===== src/rtl/mm_result_collector.sv =====
// -----------------------------------------------------------------------------
// mm_result_collector
//
// Collects result elements streamed out of the matrix multiplier, tags each one
// with its 0-based (row, col) position, an end-of-matrix marker and an
// illegal-result marker, and queues the tagged entries in a FIFO for the host.
//
// Every sample first lands in a one-entry staging register and is pushed into
// the FIFO on the following edge.  The one-cycle delay lets the collector see
// whether another legal sample follows: if none does, the staged element was
// the last of its matrix.
//
// Ports
//   clk            sole clock, rising edge
//   rst_n          asynchronous active-low reset
//   mm_valid       result strobe from the multiplier
//   mm_data[19:0]  signed result element (two's complement)
//   mm_change_row  high with the last element of each result row
//   mm_is_legal    low together with mm_valid when the dimension check failed
//   out_ready      host accepts the head entry
//   out_valid      head entry available (fifo_count != 0)
//   out_data       head element value
//   out_row/col    head element position, 2 bits each
//   out_last       head entry ends a matrix
//   out_illegal    head entry reports a failed dimension check
//   fifo_count     FIFO occupancy, 0..DEPTH
//   overflow       sticky: an entry was dropped because the FIFO was full
// -----------------------------------------------------------------------------
module mm_result_collector #(
    parameter int DEPTH = 16
) (
    input  logic                       clk,
    input  logic                       rst_n,
    input  logic                       mm_valid,
    input  logic [19:0]                mm_data,
    input  logic                       mm_change_row,
    input  logic                       mm_is_legal,
    input  logic                       out_ready,
    output logic                       out_valid,
    output logic [19:0]                out_data,
    output logic [1:0]                 out_row,
    output logic [1:0]                 out_col,
    output logic                       out_last,
    output logic                       out_illegal,
    output logic [$clog2(DEPTH):0]     fifo_count,
    output logic                       overflow
);

    localparam int AW = $clog2(DEPTH);
    // Entry layout: {data[19:0], row[1:0], col[1:0], illegal, last}
    localparam int EW = 26;

    localparam logic [AW:0]   FULL_COUNT = DEPTH[AW:0];
    localparam logic [AW:0]   COUNT_ONE  = {{AW{1'b0}}, 1'b1};
    localparam logic [AW-1:0] PTR_ONE    = {{(AW-1){1'b0}}, 1'b1};

    // -------------------------------------------------------------------------
    // Sample classification and push/pop decisions
    // -------------------------------------------------------------------------
    logic          legal_sample;
    logic          illegal_sample;
    logic          push;
    logic          push_last;
    logic          pop;
    logic          full;
    logic          wr_en;
    logic          drop;
    logic [EW-1:0] push_entry;

    // Staging register
    logic          stg_valid;
    logic [19:0]   stg_data;
    logic [1:0]    stg_row;
    logic [1:0]    stg_col;
    logic          stg_illegal;

    // Position counters
    logic [1:0]    row_cnt;
    logic [1:0]    col_cnt;

    // FIFO
    logic [EW-1:0] mem [DEPTH];
    logic [AW-1:0] wr_ptr;
    logic [AW-1:0] rd_ptr;
    logic [AW:0]   count;
    logic [EW-1:0] head;

    // NOTE: every signal assigned in always_comb gets a value on every path,
    // otherwise synthesis infers a latch.
    always_comb begin
        legal_sample   = mm_valid & mm_is_legal;
        illegal_sample = mm_valid & ~mm_is_legal;
        push           = stg_valid;
        // The staged element closes its matrix unless a legal sample follows
        // directly behind it; an illegal entry is always a matrix by itself.
        push_last      = stg_illegal | ~legal_sample;
        push_entry     = {stg_data, stg_row, stg_col, stg_illegal, push_last};
        full           = (count == FULL_COUNT);
        pop            = (count != '0) & out_ready;
        // A pop in the same cycle frees the slot the push needs.
        wr_en          = push & (~full | pop);
        drop           = push & full & ~pop;
    end

    // -------------------------------------------------------------------------
    // Staging register: loads on every sample, empties when no sample arrives.
    // Its content is pushed on the edge after it was loaded.
    // -------------------------------------------------------------------------
    // NOTE: sequential state is written with non-blocking assignments so every
    // always_ff block sees the pre-edge values of the others.
    always_ff @(posedge clk or negedge rst_n) begin
        if (!rst_n) begin
            stg_valid   <= 1'b0;
            stg_data    <= '0;
            stg_row     <= '0;
            stg_col     <= '0;
            stg_illegal <= 1'b0;
        end else begin
            stg_valid <= mm_valid;
            if (legal_sample) begin
                stg_data    <= mm_data;
                stg_row     <= row_cnt;
                stg_col     <= col_cnt;
                stg_illegal <= 1'b0;
            end else if (illegal_sample) begin
                stg_data    <= '0;
                stg_row     <= '0;
                stg_col     <= '0;
                stg_illegal <= 1'b1;
            end
        end
    end

    // -------------------------------------------------------------------------
    // Row/column counters.  A legal sample advances the position; an illegal
    // sample or the push of a matrix-closing entry rewinds to (0,0).  The two
    // only coincide when an illegal entry is pushed while a legal sample
    // arrives; the counters are already at (0,0) then, so the sample's
    // advance wins.
    // -------------------------------------------------------------------------
    always_ff @(posedge clk or negedge rst_n) begin
        if (!rst_n) begin
            row_cnt <= '0;
            col_cnt <= '0;
        end else if (legal_sample) begin
            if (mm_change_row) begin
                col_cnt <= '0;
                row_cnt <= row_cnt + 2'd1;
            end else begin
                col_cnt <= col_cnt + 2'd1;
            end
        end else if (illegal_sample || (push && push_last)) begin
            row_cnt <= '0;
            col_cnt <= '0;
        end
    end

    // -------------------------------------------------------------------------
    // FIFO storage
    // -------------------------------------------------------------------------
    // NOTE: the storage array has no reset; validity is tracked by the
    // pointers and count, and a reset-free array maps onto plain RAM.
    always_ff @(posedge clk) begin
        if (wr_en) begin
            mem[wr_ptr] <= push_entry;
        end
    end

    always_ff @(posedge clk or negedge rst_n) begin
        if (!rst_n) begin
            wr_ptr   <= '0;
            rd_ptr   <= '0;
            count    <= '0;
            overflow <= 1'b0;
        end else begin
            if (wr_en) begin
                wr_ptr <= wr_ptr + PTR_ONE;
            end
            if (pop) begin
                rd_ptr <= rd_ptr + PTR_ONE;
            end
            case ({wr_en, pop})
                2'b10:   count <= count + COUNT_ONE;
                2'b01:   count <= count - COUNT_ONE;
                default: count <= count;
            endcase
            if (drop) begin
                overflow <= 1'b1;
            end
        end
    end

    // -------------------------------------------------------------------------
    // Head outputs.  Gated with out_valid so they read 0 whenever the FIFO is
    // empty, including throughout reset.
    // -------------------------------------------------------------------------
    always_comb begin
        head        = mem[rd_ptr];
        out_valid   = (count != '0);
        fifo_count  = count;
        out_data    = '0;
        out_row     = '0;
        out_col     = '0;
        out_illegal = 1'b0;
        out_last    = 1'b0;
        if (out_valid) begin
            out_data    = head[25:6];
            out_row     = head[5:4];
            out_col     = head[3:2];
            out_illegal = head[1];
            out_last    = head[0];
        end
    end

endmodule


===== config.mk =====
export PLATFORM = sky130hd
export DESIGN_NAME = mm_result_collector
export DESIGN_NICKNAME = d
export VERILOG_FILES = /design/src/rtl/mm_result_collector.sv
export SDC_FILE = /design/constraint.sdc
export NUM_CORES = 1
export LEC_CHECK = 0
export CAP_MARGIN = 15
export CORE_ASPECT_RATIO = 2
export CORE_MARGIN = 4
export CORE_UTILIZATION = 45
export CTS_BUF_LIST = sky130_fd_sc_hd__clkbuf_4 sky130_fd_sc_hd__clkbuf_8 sky130_fd_sc_hd__clkbuf_16
export CTS_CLUSTER_SIZE = 12
export DETAILED_ROUTE_END_ITERATION = 8
export PLACE_DENSITY = 0.72
export SYNTH_ARGS = -nofsm -noshare
export SYNTH_HDL_FRONTEND = slang
export SYNTH_SLANG_ARGS = --single-unit

===== constraint.sdc =====
create_clock -name clk -period 5.8 [get_ports clk]
set_input_delay 1.45 -clock clk [delete_from_list [all_inputs] [get_ports clk]]
set_output_delay 1.45 -clock clk [all_outputs]
set_load 0.1 [all_outputs]

==> results of run 1 <==
critical path, stage by stage (launching register included):
cell and delay, ns:
dfrtp_4 0.97, mux4_1 0.67, mux2_2 0.28, o21ai_1 0.12
a21oi_1 0.08, clkdlybuf4s50_1 1.01
cells by family (layout without fill, tap and decap cells):
| kind of cell | Yosys count | count (layout) | share of synthesized area (%) |
|---|---|---|---|
| fa+ha+maj | 6 | 6 | 0.415 |
| xor+xnor | 11 | 11 | 0.533 |
| flops | 460 | 460 | 75.2 |
| compound gates | 93 | 93 | 2.78 |
| mux | 160 | 160 | 17.0 |
| simple gates | 78 | 78 | 2.06 |
| buf+inv | 77 | 206 | 2.10 |
flip-flops by register name, indices dropped and copies added (netlist names):
name / cells
stg_data: 20
col_cnt: 2
mem: 416
row_cnt: 2
overflow: 1
rd_ptr: 4
stg_row: 2
stg_col: 2
fifo_count: 5
wr_ptr: 4
stg_illegal: 1
push: 1
path summary, 6_finish.rpt:
| kind | end | slack, ns | depth (start not counted) | startpoint |
|---|---|---|---|---|
| max | out_row[0] | 0.67 | 5 | rd_ptr[2] |
| min | overflow | 0.47 | 1 | overflow |
| max reg2reg | mem[5][8] | 3.01 | 5 | fifo_count[1] |
| min reg2reg | overflow | 0.47 | 1 | overflow |
| max in group asynchronous | rd_ptr[2] | 4.15 | 2 | rst_n |
| min in group asynchronous | stg_row[1] | 1.07 | 2 | rst_n |
power groups by stage:
stage / Combinational, mW / Clock, mW / Sequential, mW
after floorplan: 3.35 / 0 / 4.33
after global placement: 4.29 / 0 / 4.46
after detailed placement: 4.32 / 0 / 4.49
after CTS: 4.33 / 2.78 / 4.42
after global routing: 4.50 / 2.94 / 4.46
final: 4.27 / 2.73 / 4.41
per-stage QoR:
step	total power, mW	cells	util, %	area [um^2]	setup WS, ns
after floorplan	7.68	885	-	18100	0.320
after global placement	8.75	1458	49.1	19400	1.26
after detailed placement	8.81	1458	49.1	19400	1.24
after CTS	11.5	1538	52.6	20800	0.639
after global routing	11.9	1539	52.7	20800	0.554
final	11.4	1539	52.7	20800	0.673
layer usage:
| metal | vias to the layer above | part of all wire, % | global-route usage (%) |
|---|---|---|---|
| met1 | 4517 | 37 | 22.2 |
| met3 | 56 | 4.8 | 2.61 |
| met2 | 294 | 56 | 32.9 |
| met5 | - | 0 | 0 |
| li1 | 3786 | - | - |
| met4 | 0 | 2.2 | 5.07 |
area by class of cell:
| type | instances | area [um^2] | share of cell area [%] |
|---|---|---|---|
| multi-input combinational | 348 | 4210 | 20.2 |
| tap | 525 | 657 | 3.15 |
| sequential | 460 | 13600 | 65.3 |
| inverter | 30 | 113 | 0.540 |
| clock inverter | 3 | 13.8 | 0.0660 |
| timing repair buffer | 96 | 878 | 4.21 |
| clock buffer | 77 | 1370 | 6.56 |
placed cells by master (no fill, tap or decap), drive strengths merged, types with 2 or more instances in the layout:
cell type      synthesis  layout
and4                   2       2
mux2                  29      29
nor4                   3       3
o21ai                 54      54
nor3b                  3       3
a2111oi                2       2
a31o                   2       2
dfrtp                 44      44
mux2i                 29      29
nor2                  14      14
inv                   30      30
edfxtp               416     416
a31oi                  2       2
nor3                   5       5
clkinv                 0       3
xnor2                  9       9
clkdlybuf4s50          0      46
a21oi                 30      30
xor2                   2       2
buf                   29      50
nand2b                 3       3
nand2                 36      36
clkbuf                18      77
mux4                 102     102
and3                   2       2
ha                     6       6
nand3                  6       6
nor2b                  2       2
==> flow_summary.json, run 1 <==
{
  "whs_ns": 0.471,
  "synth_seq_cells": 460,
  "drv_slew": 0,
  "p_clk_share_pct": 23.9,
  "pin_count": 59,
  "grt_pass1_vias": 9449,
  "synthArstFlopShare_pct": 9.57,
  "post_cts_buffers": 0,
  "post-route-drc-count": 0,
  "synth_edf_count": 416,
  "grt_pass1_wl_um": 58700,
  "grt-ovfl-total": 0,
  "via_count": 8653,
  "dieWidth_um": 150,
  "synth_warnings": 0,
  "tightest_slew_ns": 1.15,
  "combPwrFrac_pct": 37.4,
  "cp.arrival_ns": 3.68,
  "rsz0062_at_grt": "no",
  "period_share_pct": 88.4,
  "setup_viol": 0,
  "chipHeight_um": 292,
  "cts-resized-gates": 0,
  "std_cell_rows": 103,
  "clkSinkCount": 460,
  "power.density_nw_per_um2": 548,
  "crit_path_start_kind": "flip-flop",
  "yosys.area.top_type": "edfxtp_1",
  "antenna_found_initial": 0,
  "fin_crit_ns": 5.13,
  "fin_tns_setup_ns": 0,
  "fillers": 3040,
  "skew_ns": 0.00689,
  "yosysMostFrequentCell": "edfxtp_1",
  "finalHoldViolCount": 0,
  "seq_area_frac_synth_pct": 75.2,
  "final_layout_size_suffix_gt1_share_pct": 24.1,
  "leakagePower_nw": 7.07,
  "gp_congestion": 0.749,
  "avgRoutedWirePerCell_um": 24.8,
  "dp_hpwl_um": 21800,
  "ys_top_cells_by_count": "416 x edfxtp_1, 61 x mux4_2, 44 x dfrtp_1",
  "routed_via_density": 5.62,
  "syn2layout_area_growth_pct": 15.2,
  "ctsHoldBuffers": 0,
  "drt-initial-drc-count": 715,
  "fmax_mhz": 195,
  "synth_ff_type": "edfxtp_1",
  "diodes": 0,
  "cp.required_ns": 4.35,
  "track_usage_pct": 18.0,
  "status": "completed",
  "swShare_pct": 37.9,
  "cts_max_level": 2,
  "hp-class": "reg -> reg",
  "ir_worst_vdd_uv": 489,
  "p_seq_share_pct": 38.6,
  "port_buffers": 58,
  "internal-power_mw": 7.09,
  "antenna_left": 0,
  "dieArea_um2": 43700,
  "mappedNetlistArea_um2": 18100,
  "drv_cap": 0,
  "nets": 1012,
  "cts_buffers": 44,
  "clockBufferDepth": 3,
  "synth_cell_types": 39,
  "synth_area_leaders": "edfxtp_1 69%, mux4_2 7.6%, dfrtp_1 6.1%",
  "start_util_pct": 45.7,
  "worstSetupPathType": "reg -> out",
  "core_um2": 39600,
  "syn_inst": 885,
  "avgSynthCellArea_um2": 20.4,
  "max-slew-margin-rel_pct": 23.2,
  "crit_fanout": 43,
  "end_kind": "primary output",
  "clockRootBuffer": "clkbuf_16",
  "clk_latency_ns": 0.54,
  "switchingPower_mw": 4.33,
  "drt_pass1_iterations": 5,
  "grt_max_degree": 52,
  "cts_tree": "yes",
  "synth_fp_nets": 917,
  "clk_pin_slew_ns": 0.06,
  "routed_wl_um": 38100,
  "netlist.area_leader.share_pct": 69.1
}
(Power assumes the default switching activity.)
==> run 2, diff against run 1 <==
- SLEW_MARGIN: not set -> 20
==> flow_summary.json, run 2 (synthesized netlist as in run 1, its figures left out) <==
{
  "diodes": 0,
  "power.density_nw_per_um2": 550,
  "tightest_slew_ns": 1.06,
  "clk_latency_ns": 0.55,
  "post-route-drc-count": 0,
  "cts_tree": "yes",
  "post-place-ws_ns": 1.23,
  "switchingPower_mw": 4.35,
  "grt_pass1_wl_um": 58000,
  "p_clk_share_pct": 24.4,
  "period_share_pct": 88.4,
  "routed_via_density": 5.65,
  "chipHeight_um": 292,
  "port_buffers": 58,
  "combPwrFrac_pct": 37.2,
  "cts-resized-gates": 0,
  "swShare_pct": 37.8,
  "cp.arrival_ns": 3.68,
  "routed_wl_um": 37900,
  "worstSetupPathType": "reg -> out",
  "end_kind": "primary output",
  "antenna_found_initial": 0,
  "cp.required_ns": 4.35,
  "dp_hpwl_um": 22000,
  "skew_ns": 0.0209,
  "grt-ovfl-total": 0,
  "grt_max_degree": 52,
  "clkSinkCount": 460,
  "syn2layout_area_growth_pct": 15.7,
  "mostFrequentLayoutCells": "416 x edfxtp_1, 61 x mux4_2, 47 x clkbuf_16",
  "clockRootBuffer": "clkbuf_16",
  "final_common_cell": "edfxtp_1",
  "gp_congestion": 0.749,
  "avgRoutedWirePerCell_um": 24.6,
  "via_count": 8723,
  "drv_slew": 0,
  "cts_max_level": 2,
  "std_cell_rows": 103,
  "clk_pin_slew_ns": 0.06,
  "hp-class": "reg -> reg",
  "utilization_pct": 52.9,
  "min_path_cells": 1,
  "leakagePower_nw": 7.10,
  "ir_worst_vdd_uv": 465,
  "crit_path_start_kind": "flip-flop",
  "antenna_left": 0,
  "top_register": "mem",
  "fin_tns_setup_ns": 0,
  "drt_pass1_iterations": 5,
  "drt-initial-drc-count": 659,
  "rsz0062_at_grt": "no",
  "setup_ws_ns": 0.673,
  "post_cts_buffers": 0,
  "final_layout_size_suffix_gt1_share_pct": 24.4,
  "dieArea_um2": 43700,
  "internal-power_mw": 7.16,
  "ctsHoldBuffers": 0,
  "track_usage_pct": 17.7,
  "ff2ff_path_depth": 5,
  "drv_cap": 0,
  "core_um2": 39600,
  "cts_buffers": 45,
  "finalHoldViolCount": 0,
  "p_seq_share_pct": 38.3,
  "grt_pass1_vias": 9434,
  "pin_count": 59,
  "fin_crit_ns": 5.13,
  "setup_viol": 0,
  "max-slew-margin-rel_pct": 29.0,
  "dieWidth_um": 150,
  "status": "completed",
  "clockBufferDepth": 3,
  "fmax_mhz": 195,
  "crit_fanout": 43,
  "nets": 1014,
  "largest_reg_flops": 416,
  "start_util_pct": 45.7
}
## run 2: cell types whose count changed in the layout (fill, tap and decap cells not counted)
| cell | before | now |
|---|---|---|
| inv_6 | 0 | 1 |
| clkbuf_4 | 32 | 31 |
| inv_8 | 0 | 1 |
| clkbuf_16 | 45 | 47 |
| buf_12 | 2 | 3 |
## run 2: power by group through the flow
| stage | registers [mW] | clock network [mW] | logic (mW) |
|---|---|---|---|
| after global routing | 4.46 | 3.00 | 4.50 |
| final | 4.41 | 2.81 | 4.28 |
| after CTS | 4.42 | 2.87 | 4.33 |
| after detailed placement | 4.48 | 0 | 4.32 |
| after floorplan | 4.33 | 0 | 3.35 |
| after global placement | 4.46 | 0 | 4.29 |
## run 2: final timing paths
| kind | start | to | slack, ns |
|---|---|---|---|
| max | rd_ptr[2] | out_data[16] | 0.67 |
| min | overflow | overflow | 0.48 |
| max reg2reg | fifo_count[1] | mem[13][5] | 3.01 |
| min reg2reg | overflow | overflow | 0.48 |
| max in group asynchronous | rst_n | rd_ptr[1] | 4.17 |
| min in group asynchronous | rst_n | stg_data[1] | 1.05 |
## run 2: layer usage
| metal | GRT usage (%) | vias to the layer above | part of all wire [%] |
|---|---|---|---|
| met5 | 0 | - | 0 |
| met4 | 5.34 | 0 | 2.6 |
| met3 | 2.22 | 64 | 5.4 |
| met2 | 32.2 | 311 | 55 |
| met1 | 22.2 | 4551 | 37 |
| li1 | - | 3797 | - |
## run 2: per-stage QoR
step           hold WS [ns]  power [mW]  instances  area, um^2
3_5_place_dp          0.458        8.81       1460       19500
2_1_floorplan         0.450        7.68        885       18100
4_1_cts               0.470        11.6       1543       20900
3_3_place_gp          0.466        8.75       1458       19400
5_1_grt               0.495        12.0       1543       20900
6_report              0.477        11.5       1543       20900
## run 2: critical path: stages (launching register included)
cell	delay, ns
dfrtp_4	0.97
mux4_2	0.60
mux2_2	0.28
o21ai_1	0.13
a21oi_1	0.11
clkdlybuf4s50_1	1.02
## run 2: final cells by class
cell class | count | area, um^2
inverters | 30 | 113
clock buffers | 78 | 1410
multi-input cells | 348 | 4210
fillers | 3044 | 18600
well taps | 525 | 657
flip-flops and latches | 460 | 13600
repair buffers | 97 | 898
clock inverters | 5 | 33.8
